--- src/rtl/rr_arbiter4_pkg.sv ---
// rtl/rr_arbiter4_pkg.sv - shared sizes, FSM state type and one-hot helper for rr_arbiter4
package rr_arbiter4_pkg;

    localparam int NUM_REQ = 4;
    localparam int ID_W    = 2;

    typedef enum logic {
        IDLE  = 1'b0,
        GRANT = 1'b1
    } state_t;

    function automatic logic [NUM_REQ-1:0] id_to_onehot(input logic [ID_W-1:0] id);
        return {{(NUM_REQ-1){1'b0}}, 1'b1} << id;
    endfunction

endpackage

--- src/rtl/rr_pick4.sv ---
// rtl/rr_pick4.sv - rotated descending priority search starting at (ptr-1) mod 4
module rr_pick4
    import rr_arbiter4_pkg::*;
(
    input  logic [NUM_REQ-1:0] req,
    input  logic [ID_W-1:0]    ptr,
    output logic [NUM_REQ-1:0] win,
    output logic [ID_W-1:0]    win_id,
    output logic               any
);

    logic [ID_W-1:0] idx;

    // Walk from lowest to highest priority so the nearest candidate to ptr-1 wins.
    always_comb begin
        win_id = '0;
        idx    = '0;
        any    = |req;
        for (int k = NUM_REQ; k >= 1; k--) begin
            idx = ptr - ID_W'(k);
            if (req[idx]) begin
                win_id = idx;
            end
        end
        win = any ? id_to_onehot(win_id) : '0;
    end

endmodule

--- src/rtl/rr_arbiter4.sv ---
// rtl/rr_arbiter4.sv - 4-way round-robin arbiter with held grants; RR_ARBITER4_TIMEOUT_EN adds forced release
module rr_arbiter4
    import rr_arbiter4_pkg::*;
#(
    parameter int MAX_HOLD = 8
) (
    input  logic               clk,
    input  logic               rst_n,
    input  logic [NUM_REQ-1:0] req,
    output logic [NUM_REQ-1:0] gnt,
    output logic [ID_W-1:0]    gnt_id,
    output logic               gnt_valid,
    output logic               timeout
);

    if (MAX_HOLD < 2 || MAX_HOLD > 256) begin : g_bad_max_hold
        $error("rr_arbiter4: MAX_HOLD must be within 2..256");
    end

    state_t             state_q, state_d;
    logic [ID_W-1:0]    ptr_q, ptr_d;
    logic [NUM_REQ-1:0] gnt_q, gnt_d;
    logic [ID_W-1:0]    gnt_id_q, gnt_id_d;

    logic [NUM_REQ-1:0] pick_win;
    logic [ID_W-1:0]    pick_id;
    logic               pick_any;

    rr_pick4 u_pick (
        .req    (req),
        .ptr    (ptr_q),
        .win    (pick_win),
        .win_id (pick_id),
        .any    (pick_any)
    );

`ifdef RR_ARBITER4_TIMEOUT_EN
    localparam int HOLD_W = $clog2(MAX_HOLD);
    logic [HOLD_W-1:0] hold_q, hold_d;
    logic              timeout_q, timeout_d;
`endif

    always_comb begin
        state_d  = state_q;
        ptr_d    = ptr_q;
        gnt_d    = gnt_q;
        gnt_id_d = gnt_id_q;
`ifdef RR_ARBITER4_TIMEOUT_EN
        hold_d    = hold_q;
        timeout_d = 1'b0;
`endif
        case (state_q)
            IDLE: begin
                if (pick_any) begin
                    state_d  = GRANT;
                    gnt_d    = pick_win;
                    gnt_id_d = pick_id;
`ifdef RR_ARBITER4_TIMEOUT_EN
                    hold_d   = '0;
`endif
                end
            end
            GRANT: begin
                // Releasing requester becomes ptr so it is searched last next time.
                if (!req[gnt_id_q]) begin
                    state_d  = IDLE;
                    gnt_d    = '0;
                    gnt_id_d = '0;
                    ptr_d    = gnt_id_q;
                end
`ifdef RR_ARBITER4_TIMEOUT_EN
                else if (hold_q == HOLD_W'(MAX_HOLD - 1)) begin
                    state_d   = IDLE;
                    gnt_d     = '0;
                    gnt_id_d  = '0;
                    ptr_d     = gnt_id_q;
                    timeout_d = 1'b1;
                end else begin
                    hold_d = hold_q + 1'b1;
                end
`endif
            end
            default: begin
                state_d  = IDLE;
                gnt_d    = '0;
                gnt_id_d = '0;
            end
        endcase
    end

    always_ff @(posedge clk) begin
        if (!rst_n) begin
            state_q  <= IDLE;
            ptr_q    <= '0;
            gnt_q    <= '0;
            gnt_id_q <= '0;
`ifdef RR_ARBITER4_TIMEOUT_EN
            hold_q    <= '0;
            timeout_q <= 1'b0;
`endif
        end else begin
            state_q  <= state_d;
            ptr_q    <= ptr_d;
            gnt_q    <= gnt_d;
            gnt_id_q <= gnt_id_d;
`ifdef RR_ARBITER4_TIMEOUT_EN
            hold_q    <= hold_d;
            timeout_q <= timeout_d;
`endif
        end
    end

    assign gnt       = gnt_q;
    assign gnt_id    = gnt_id_q;
    assign gnt_valid = |gnt_q;
`ifdef RR_ARBITER4_TIMEOUT_EN
    assign timeout   = timeout_q;
`else
    assign timeout   = 1'b0;
`endif

endmodule

--- config.mk ---
export PLATFORM = sky130hd
export DESIGN_NAME = rr_arbiter4
export DESIGN_NICKNAME = d
export VERILOG_FILES = /design/src/rtl/rr_arbiter4_pkg.sv /design/src/rtl/rr_pick4.sv /design/src/rtl/rr_arbiter4.sv
export SDC_FILE = /design/constraint.sdc
export NUM_CORES = 1
export LEC_CHECK = 0
export BUFFER_PORTS_ARGS = -buffer_cell sky130_fd_sc_hd__buf_4
export CAP_MARGIN = 40
export CORE_AREA = 2 2 39 41
export CTS_BUF_LIST = sky130_fd_sc_hd__clkbuf_16
export CTS_CLUSTER_DIAMETER = 60
export DETAILED_ROUTE_END_ITERATION = 6
export DIE_AREA = 0 0 41 43
export GPL_ROUTABILITY_DRIVEN = 0
export PLACE_DENSITY_LB_ADDON = 0.12
export SYNTH_ARGS = -nofsm -noshare
export SYNTH_HDL_FRONTEND = slang
export SYNTH_SLANG_ARGS = --single-unit
--- constraint.sdc ---
create_clock -name clk -period 1.45 [get_ports clk]
set_input_delay 0.145 -clock clk [delete_from_list [all_inputs] [get_ports clk]]
set_output_delay 0.145 -clock clk [all_outputs]
set_load 0.02 [all_outputs]
* After elaboration in Yosys (flattened, before gate mapping)
Cells that the tools add are included.
Word-level totals: bits in registers 9, input bits 6
Cells by class: $add $sub $neg 3, $lt $le $gt $ge 5, equal/unequal tests 2, shift operators 1, muxes and demuxes 23, bitwise operators 2, reduce and logical (&&, ||, !) cells 4
Operators by type and width (count):
- $lt 2x3->1 const B | 5
- $mux 2 | 6
- $bmux 1 s2 | 5
- $mux 4 | 2
- $pmux 4 s2 | 1
- $reduce_or 4->1 | 2
- $mux 1 | 7
- $ne 2x2->1 const B | 2
- $pmux 2 s2 | 1
- $reduce_and 2->1 | 2
- $shl 1x2->4 const A | 1
- $sub 2x2->2 const B | 2
- $not 1->1 | 2
- $pmux 1 s2 | 1
- $sub 2x1->2 const B | 1

* Longest topological paths before layout
Gate-level depths: netlist of run 1.
depth after elaboration 9, depth in mapped cells 4, mapped depth without buffers 4

* By module
A second synthesis of run 1 with hierarchy kept.
Second synthesis, totals: cell total of the unflattened synthesis 91, area total of the unflattened synthesis 696.9 um^2
By module, submodules not included:
- rr_arbiter4 | times used 1, cells each 58, area an instance 518.0 um^2, seq. area each 180.2 um^2
- rr_pick4 | times used 1, cells each 33, area an instance 178.9 um^2, seq. area each 0.0 um^2

* Worst setup path after synthesis of run 1
Ideal clock, no wire load.
kind register to register, from register gnt_id_q[0] (netlist: gnt_id[0]), to register gnt_q[2] (netlist: gnt[2]), library setup time 0.117 ns, arrival time 1.478 ns, data required time 1.333 ns, path slack -0.144 ns, cell stages (with the launch flop) 5, path buffers 0, clock period less this slack 1.594 ns, cell sequence dfxtp_1 mux2_2 o221a_4 and2_4 a22o_1
Between the ends: cells in the longest elaborated chain, start to end 4
Ends and longest elaborated chain:
- start: declaration | line rr_arbiter4.sv:23 | logic [ID_W-1:0] gnt_id_q, gnt_id_d;
- start signal: assignment | line rr_arbiter4.sv:105 | gnt_id_q <= gnt_id_d;
- $bmux 1 s2 | line rr_arbiter4.sv:65 | if (!req[gnt_id_q]) begin
- $mux 1 (not written as such) | line rr_arbiter4.sv:65
- $ne 2x2->1 (no source line)
- $reduce_and 2->1 (no source line)
- end signal: assignment | line rr_arbiter4.sv:104 | gnt_q <= gnt_d;
- end: declaration | line rr_arbiter4.sv:22 | logic [NUM_REQ-1:0] gnt_q, gnt_d;
No other way between the ends. The select of a mux whose other input is x is not followed. A chain may end at the register's enable or synchronous reset.

* Worst setup path in the final report of run 1
from register gnt_id_q[0] (netlist: gnt_id[0]), to register gnt_id_q[1] (netlist: gnt_id[1])
Between the ends: cells in the longest elaborated chain, start to end 4
Ends and longest elaborated chain (line):
- $bmux 1 s2 | rr_arbiter4.sv:65
- $mux 1 (not written as such) | rr_arbiter4.sv:65
- $ne 2x2->1 (no source line)
- $reduce_and 2->1 (no source line)
No other way between the ends. The select of a mux whose other input is x is not followed.

==> results of run 1 <==
-- cell type report --
class | count | area share
multi-input cells | 38 | 0.412
flip-flops and latches | 9 | 0.261
repair buffers | 16 | 0.171
clock buffers | 3 | 0.107
well taps | 16 | 0.0284
inverters | 3 | 0.0160
clock inverters | 1 | 0.00533
-- worst reg2reg max path, cell delays in order, from the launching register on --
cell     delay, ps
dfxtp_4        370
mux2_4         320
o221a_4        270
and2_4         140
a21o_2         190
-- per-layer routing --
| layer | wire [um] | track usage |
|---|---|---|
| met1 | 477 | 0.181 |
| met2 | 483 | 0.181 |
| met3 | 62 | 0.0471 |
| met4 | 12 | 0.100 |
| met5 | 0 | 0 |
-- power groups by stage --
stage | sequential [mW] | clock, mW | combinational (mW)
2_1_floorplan | 0.310 | 0 | 0.103
3_3_place_gp | 0.295 | 0 | 0.198
3_5_place_dp | 0.295 | 0 | 0.197
4_1_cts | 0.291 | 0.485 | 0.198
5_1_grt | 0.294 | 0.501 | 0.214
6_report | 0.291 | 0.476 | 0.196
-- logic make-up (layout without fill, tap and decap cells) --
group	after synthesis	in the layout	share of synthesized area
buffers and inverters	4	23	0.0387
AO/OA/AOI/OAI	14	14	0.255
other	1	1	0.00772
multiplexers	3	3	0.0747
flip-flops	9	9	0.371
AND/OR/NAND/NOR	20	20	0.253
-- registers in the layout (all words and copies together), names as in the netlist --
register  flops
gnt_id        2
state_q       1
ptr_q         2
gnt           4
-- path summary, 6_finish.rpt --
path / depth (start not counted) / slack, ps / from / end
min: 2 / 160 / rst_n / ptr_q[0]
min reg2reg: 2 / 490 / gnt[1] / gnt[1]
max: 4 / 50 / gnt_id[0] / gnt_id[1]
max reg2reg: 4 / 50 / gnt_id[0] / gnt_id[1]
-- placed cells by master (no fill, tap or decap), types with 2 or more instances in the layout --
cell,synthesis,layout
nor2b_1,2,2
nand3_1,3,3
buf_4,1,16
or2_2,2,2
nor2_1,2,2
o31ai_1,2,2
o22ai_1,2,2
nand2_1,2,2
o21ai_0,2,2
clkbuf_16,0,3
mux2_4,1,2
a21boi_0,2,2
inv_1,3,4
dfxtp_1,9,8
==> key figures, run 1 <==
Route
  • DR DRC count: 0
  • Avg WL per Cell: about 12 um
  • First-pass DRT Iterations: 2
  • Antenna-violating nets left: 0
  • Total wire length: between 1000 and 1500 um
  • 1st-iter DRT viols: 1
  • Via count: about 440
  • Via density: around 5.2

Cells and area
  • Filler Cell Count: around 130
  • Multi-input logic area: 290 um^2
  • Share of cells above drive strength 1: 0.414
  • Post-Layout Cell Count: between 80 and 90
  • Area Overhead vs Synth: 45.1%
  • Final Util: 0.509
  • Nets: between 70 and 80
  • N_diodes: 0
  • Post-route cell area: between 700 and 800 um^2
  • Storage element area: around 180 um^2

Hold path
  • Hold Path Class: input port to flop

Timing
  • Setup TNS: 0 ps
  • Final Setup Violations: 0
  • Post-route setup slack: between 40 and 50 ps
  • RSZ-0062 raised after global routing: false
  • Fin. max-slew vios: 0
  • Hold Vio Cnt, Final: 0
  • Period utilization: 0.966
  • F_max: 0.714 GHz
  • Crit path time final: around 1400 ps
  • Fin Hold WS: between 150 and 200 ps
  • Clk_skew: ~1.9 ps

Clocking
  • CTS buffer count: 3
  • Number of H-tree levels: 1
  • CTS clk-pin slew, worst paths: 40 ps
  • CTS tree: built
  • # resized after CTS: 0
  • CTS Hold Bufs: 0
  • Clock Sinks: 9
  • CTS Buffer Depth: 2
  • Worst skew pair latency: approximately 230 ps
  • Root buffer cell: clkbuf_16
  • Setup bufs post-CTS: 0

Power
  • Logic pwr share: 0.204
  • Pwr dens: around 1400 mW/mm^2
  • Clk pwr share: 0.494
  • Worst vdd ir: 0.624 mV
  • Sw Ratio: 0.241
  • Leak: 0.319 nW
  • Net Sw Power: about 0.23 mW
  • Cell internal pwr: 0.731 mW
  • Final Power: 0.963 mW
  • Share of power burned in registers: 0.302

Yosys
  • Most used DFF post-synth: dfxtp_1
  • Average size of a mapped cell: about 9.5 um^2
  • Synth top cells by count: dfxtp_1 (9), inv_1 (3), nand3_1 (3)
  • Synth Cell Area: between 400 and 500 um^2
  • Post-synth ARST share: 0
  • Post-Synthesis Cells: 51
  • Post-synth top area share: 0.371
  • Post-synth net total: 57
  • Cell taking the most area after synthesis: dfxtp_1
  • Cell with the most instances after synthesis: dfxtp_1
  • Seq cells post-synth: 9
  • Largest cells by area after synthesis: dfxtp_1 (37%), o221a_4 (4.1%), nand3_1 (3.1%)
  • Post-synthesis cell type count: 31
  • Sequential share of the synthesized area: 0.371
  • YS warnings: 0
  • Number of synthesized flops with an enable pin: 0

Global routing
  • Grt ovf: 0
  • All-Layer GR Usage: 0.139
  • Vias in the first global route: 392
  • Largest net degree at the start of global routing: 7
  • Initial antenna violation count: 0
  • Global-route wire length before repair: 1590 um

Placement
  • Pre-CTS setup slack: 26.5 ps
  • Dpl cell area: 626 um^2
  • Port Buf Inserts: 12
  • # placed instances: 82
  • Detailed Place HPWL: just over 800 um

Critical path
  • CP Max Fanout: 5
  • Crit-path leading delay family: compound AO/OA/AOI/OAI gates
  • CP bufs+invs: 0
  • Crit path launch type: flop
  • CP peak stage delay: 370 ps
  • Worst Path Required: ~1600 ps
  • Arr. time, crit path: about 1500 ps
  • Crit Path Category: flop to flop
  • CP max-delay cell: dfxtp_4
  • Setup crit end kind: flop
  • Critical-path cell list: mux2_4, o221a_4, and2_4, a21o_2

Die
  • Chip width: slightly above 40 um
  • Initial Util: 0.351
  • Core area: ~0.0014 mm^2
  • Std-Cell Rows: 14
  • Die area: about 0.0018 mm^2
  • Die height: ~43 um
  • I/O pin count: 14

Job
  • Max_cap viols: 0

Outcome
  • Status: finished clean
Power figures use the tool's default switching activity.
==> run 2, diff against run 1 <==
GPL_TIMING_DRIVEN = 0   (was unset)
MAX_ROUTING_LAYER = met4   (was unset)
==> run 2 against run 1 <==
Net effect: clock power grew 0.8%; maximum frequency down 1.6%; via count down 1.8%; power down 1.0%; sequential power barely moved; core utilization decreased by 1.6 points; sequential share of layout area is 0.86 points higher; routed wire length shrank 3.6%; global-route usage grew 0.62 points; final cell count decreased by 3.5%; highest routed layer unchanged.
==> key figures, run 2 (same netlist as run 1, synthesis figures left out) <==
Critical path
  • Worst Path Required: approximately 1600 ps
  • Setup crit end kind: flop
  • Arr. time, crit path: about 1600 ps
  • CP Max Fanout: 6
  • Crit Path Category: flop to flop
  • Crit path launch type: flop

Die
  • I/O pin count: 14
  • Die area: 0.00176 mm^2
  • Chip width: about 40 um
  • Core area: ~0.0014 mm^2
  • Std-Cell Rows: 14
  • Die height: between 40 and 50 um
  • Initial Util: 0.351

Clocking
  • CTS buffer count: 3
  • Number of H-tree levels: 1
  • CTS Buffer Depth: 2
  • # resized after CTS: 0
  • Setup bufs post-CTS: 0
  • Worst skew pair latency: about 230 ps
  • Root buffer cell: clkbuf_16
  • Clock Sinks: 9
  • CTS clk-pin slew, worst paths: around 40 ps
  • CTS tree: built
  • CTS Hold Bufs: 0

Timing
  • Hold Vio Cnt, Final: 0
  • Fin. max-slew vios: 0
  • RSZ-0062 raised after global routing: true
  • F_max: between 0.7 and 0.8 GHz
  • Crit path time final: around 1400 ps
  • Final Setup Violations: 0
  • Clk_skew: approximately 1.3 ps
  • Period utilization: 0.982

Cells and area
  • Max reg flops: 4
  • Commonest non-fill, non-tap cell in the layout: buf_4
  • Nets: between 70 and 80
  • N_diodes: 0
  • Area Overhead vs Synth: 40.5%
  • Filler Cell Count: 129
  • Most frequent cells in the layout: buf_4 (13), dfxtp_1 (8), inv_1 (4)
  • Final Util: 0.493
  • Share of cells above drive strength 1: 0.388

Power
  • Sw Ratio: 0.243
  • Final Power: approximately 0.95 mW
  • Logic pwr share: 0.191
  • Cell internal pwr: a little over 0.7 mW
  • Share of power burned in registers: 0.306
  • Net Sw Power: around 0.23 mW
  • Leak: just over 0.3 nW
  • Pwr dens: around 1400 mW/mm^2
  • Clk pwr share: 0.503
  • Worst vdd ir: between 0.5 and 0.6 mV

Route
  • Via count: about 440
  • 1st-iter DRT viols: 4
  • Antenna-violating nets left: 0
  • Total wire length: approximately 1000 um
  • Via density: ~5.3
  • DR DRC count: 0
  • First-pass DRT Iterations: 4
  • Avg WL per Cell: roughly 12 um

Global routing
  • Global-route wire length before repair: approximately 1600 um
  • All-Layer GR Usage: 0.145
  • Initial antenna violation count: 0
  • Grt ovf: 0
  • Vias in the first global route: 400
  • Largest net degree at the start of global routing: 7

Placement
  • Port Buf Inserts: 12
  • Detailed Place HPWL: around 770 um

Hold path
  • Hold Path Class: input port to flop

Outcome
  • Status: finished clean

Job
  • Max_cap viols: 0
-- run 2: cell types whose count changed in the layout (fill, tap and decap cells not counted), sizes merged --
| cell | before | now |
|---|---|---|
| buf | 16 | 13 |
-- run 2: through the flow --
stage / TNS [ps] / hold slack [ps] / std cells / area, um^2 / setup WS (ps)
after floorplan: 0 / 273 / 51 / 493 / 8.16
after global placement: 0 / 413 / 79 / 603 / 9.81
after detailed placement: -1.63 / 404 / 79 / 603 / -1.61
after CTS: 0 / 166 / 83 / 682 / 21.3
after global routing: -9.52 / 206 / 83 / 682 / -8.82
final: 0 / 165 / 83 / 682 / 26.5
-- run 2: path summary, 6_finish.rpt --
kind | cells after the start | end | slack, ps | start
min reg2reg | 2 | gnt[3] | 480 | gnt[3]
min | 2 | ptr_q[0] | 170 | rst_n
max reg2reg | 4 | gnt_id[1] | 30 | gnt_id[0]
max | 4 | gnt_id[1] | 30 | gnt_id[0]
-- run 2: area by class of cell --
| class | count | area (um^2) | area share |
|---|---|---|---|
| Tap cell | 16 | 20.0 | 0.0294 |
| Clock buffer | 3 | 75.1 | 0.110 |
| Buffer | 1 | 7.51 | 0.0110 |
| Inverter | 3 | 11.3 | 0.0165 |
| Timing Repair Buffer | 12 | 90.1 | 0.132 |
| Clock inverter | 1 | 3.75 | 0.00550 |
| Multi-Input combinational cell | 38 | 290 | 0.426 |
| Sequential cell | 9 | 184 | 0.270 |
-- run 2: power by group through the flow --
| stage | sequential, mW | combinational [mW] | clock (mW) |
|---|---|---|---|
| CTS | 0.292 | 0.184 | 0.491 |
| global placement | 0.296 | 0.182 | 0 |
| global route | 0.296 | 0.201 | 0.504 |
| finish | 0.291 | 0.182 | 0.480 |
| detailed placement | 0.297 | 0.182 | 0 |
| floorplan | 0.310 | 0.103 | 0 |
-- run 2: critical path, stage by stage (launching register included) --
cell and delay (ps):
dfxtp_4 370, mux2_4 320, o221a_4 290, and2_4 140, a21o_2 190
-- run 2: routing by layer --
layer,GRT usage,vias to the layer above,share of wire
met4,0.120,0,0.038
met1,0.158,195,0.44
met2,0.213,13,0.47
li1,-,222,-
met5,-,-,0
met3,0.0314,6,0.054
==> run 3, diff against run 2 <==
CORE_AREA = unset   (was 2 2 39 41)
CORE_MARGIN = 2   (was unset)
CORE_UTILIZATION = 47   (was unset)
DIE_AREA = unset   (was 0 0 41 43)
SYNTH_HIERARCHICAL = 1   (was unset)
==> run 3 against run 2 <==
Net effect: register-to-register slack hardly changed; clock skew is 2.5 ps higher; first-iteration DRC count grew to 5.0 times the previous value; via count is 66% higher; highest routed layer unchanged; largest cell class unchanged; critical path type unchanged; power is 2.1% higher; synthesized area is 44% higher.
==> key figures, run 3 <==
Outcome
  • Status: finished clean

Timing
  • Period utilization: 0.979
  • Fin Hold WS: ~200 ps
  • F_max: 0.705 GHz
  • Crit path time final: about 1400 ps
  • Final Setup Violations: 0
  • Clk_skew: about 3.7 ps
  • Fin. max-slew vios: 0
  • RSZ-0062 raised after global routing: false
  • Hold Vio Cnt, Final: 0

Critical path
  • Crit Path Category: flop to flop
  • Arr. time, crit path: 1580 ps
  • Crit path launch type: flop
  • Worst Path Required: between 1500 and 2000 ps
  • Setup crit end kind: flop
  • CP Max Fanout: 10

Die
  • Initial Util: 0.516
  • Std-Cell Rows: 13
  • Chip width: around 43 um
  • I/O pin count: 14
  • Core area: 0.00135 mm^2
  • Die area: around 0.0018 mm^2
  • Die height: between 40 and 50 um

Route
  • Via count: a little over 700
  • 1st-iter DRT viols: 20
  • Total wire length: around 1700 um
  • First-pass DRT Iterations: 4
  • Antenna-violating nets left: 0
  • Avg WL per Cell: approximately 14 um
  • Via density: roughly 6
  • DR DRC count: 0

Global routing
  • Initial antenna violation count: 0
  • Grt ovf: 0
  • All-Layer GR Usage: 0.220
  • Global-route wire length before repair: approximately 3000 um
  • Largest net degree at the start of global routing: 11
  • Vias in the first global route: a little under 700

Cells and area
  • Most frequent cells in the layout: buf_4 (14), nand2_1 (10), o21ai_0 (8)
  • N_diodes: 0
  • Post-route cell area: about 900 um^2
  • Nets: roughly 110
  • Max reg flops: 4
  • Area Overhead vs Synth: 29.4%
  • Share of cells above drive strength 1: 0.308
  • Commonest non-fill, non-tap cell in the layout: buf_4

Power
  • Leak: around 0.39 nW
  • Pwr dens: ~1100 mW/mm^2
  • Worst vdd ir: roughly 0.63 mV

Clocking
  • CTS buffer count: 3
  • Root buffer cell: clkbuf_16
  • Number of H-tree levels: 1
  • Clock Sinks: 9
  • CTS tree: built
  • CTS Buffer Depth: 2
  • Worst skew pair latency: around 230 ps
  • CTS Hold Bufs: 0
  • CTS clk-pin slew, worst paths: around 40 ps

Yosys
  • Post-synthesis cell type count: 31
  • Post-synth top area share: 0.259
  • Post-synth ARST share: 0
  • Synth Cell Area: 697 um^2
  • Sequential share of the synthesized area: 0.259
  • Cell taking the most area after synthesis: dfxtp_1
  • Cell with the most instances after synthesis: nand2_1
  • Seq cells post-synth: 9
  • YS warnings: 6
  • Number of synthesized flops with an enable pin: 0
  • Post-Synthesis Cells: 91
  • Synth top cells by count: nand2_1 (10), dfxtp_1 (9), o21ai_0 (8)
  • Average size of a mapped cell: 7.66 um^2
  • Post-synth net total: 97
  • Largest cells by area after synthesis: dfxtp_1 (26%), mux2i_1 (7.2%), nand4b_1 (6.3%)
  • Most used DFF post-synth: dfxtp_1

Job
  • Max_cap viols: 0

Placement
  • Detailed Place HPWL: around 1200 um
  • Port Buf Inserts: 12
  • Dpl cell area: 806 um^2

Hold path
  • Hold Path Class: input port to flop
==> run 3: cell types whose count changed after synthesis, moves of 3 or more <==
cell      delta
mux2i_1      +4
a31oi_1      +4
nor2_1       +5
a21oi_1      +7
o21bai_1     +3
nand2_1      +8
o21ai_0      +6
nand4b_1     +5
==> run 3: cells by family (layout without fill, tap and decap cells) <==
logic type | Yosys count | after routing | share of synthesized area
flops | 9 | 9 | 0.259
other cells | 1 | 1 | 0.00538
compound gates | 28 | 28 | 0.267
simple gates | 39 | 39 | 0.307
buf+inv | 7 | 23 | 0.0521
mux | 7 | 7 | 0.110
==> run 3: worst paths after layout <==
| check | startpoint | to | slack (ps) | cells past startpoint |
|---|---|---|---|---|
| worst min register to register | gnt_id[0] | ptr_q[0] | 520 | 2 |
| worst max register to register | ptr_q[1] | gnt[2] | 30 | 7 |
| worst min-delay path | rst_n | gnt_id[0] | 200 | 3 |
| worst max-delay path | ptr_q[1] | gnt[2] | 30 | 7 |
==> run 3: report_power, final <==
| part | switching, mW | internal (mW) | leakage (nW) |
|---|---|---|---|
| clock network | 0.119 | 0.360 | 0.0423 |
| registers | 0.0248 | 0.264 | 0.0750 |
| logic | 0.109 | 0.0952 | 0.275 |
| total | 0.254 | 0.719 | 0.392 |
==> run 3: layout make-up <==
| class | instances | area [um^2] |
|---|---|---|
| fillers | 127 | 448 |
| repair buffers | 13 | 97.6 |
| multi-input cells | 75 | 487 |
| plain buffers | 4 | 27.5 |
| clock inverters | 1 | 3.75 |
| flip-flops and latches | 9 | 185 |
| clock buffers | 3 | 75.1 |
| inverters | 2 | 7.51 |
| well taps | 15 | 18.8 |
==> run 3: through the flow <==
stage / setup WS [ps] / total power, mW / instances / utilization / TNS [ps]
floorplan: 34.0 / 0.421 / 91 / - / 0
global placement: -103 / 0.488 / 118 / 0.597 / -103
detailed placement: -104 / 0.491 / 118 / 0.597 / -135
CTS: 8.82 / 0.976 / 122 / 0.663 / 0
global route: 1.02 / 1.01 / 122 / 0.668 / 0
finish: 30.9 / 0.973 / 122 / 0.668 / 0
==> run 3: what timing repair did <==
action / in CTS / in global routing
hold endpoints to repair: 0 / 0
buffers inserted: 0 / 1
pin swaps: 3 / 3
setup endpoints to repair: 3 / 2
resized for setup: 5 / 2
==> run 3: routing by layer <==
layer | up-vias | GRT usage | share of wire
li1 | 362 | - | -
met1 | 340 | 0.268 | 0.46
met2 | 17 | 0.363 | 0.49
met3 | 4 | 0.0388 | 0.034
met4 | 0 | 0.0750 | 0.012
met5 | - | - | 0
==> run 3: critical path, stage by stage, from the launching register on <==
cell	delay, ps
dfxtp_4	350
buf_6	130
nor2_1	100
o21bai_1	80
a21boi_1	180
mux2i_1	100
or2_2	280
a31oi_1	120
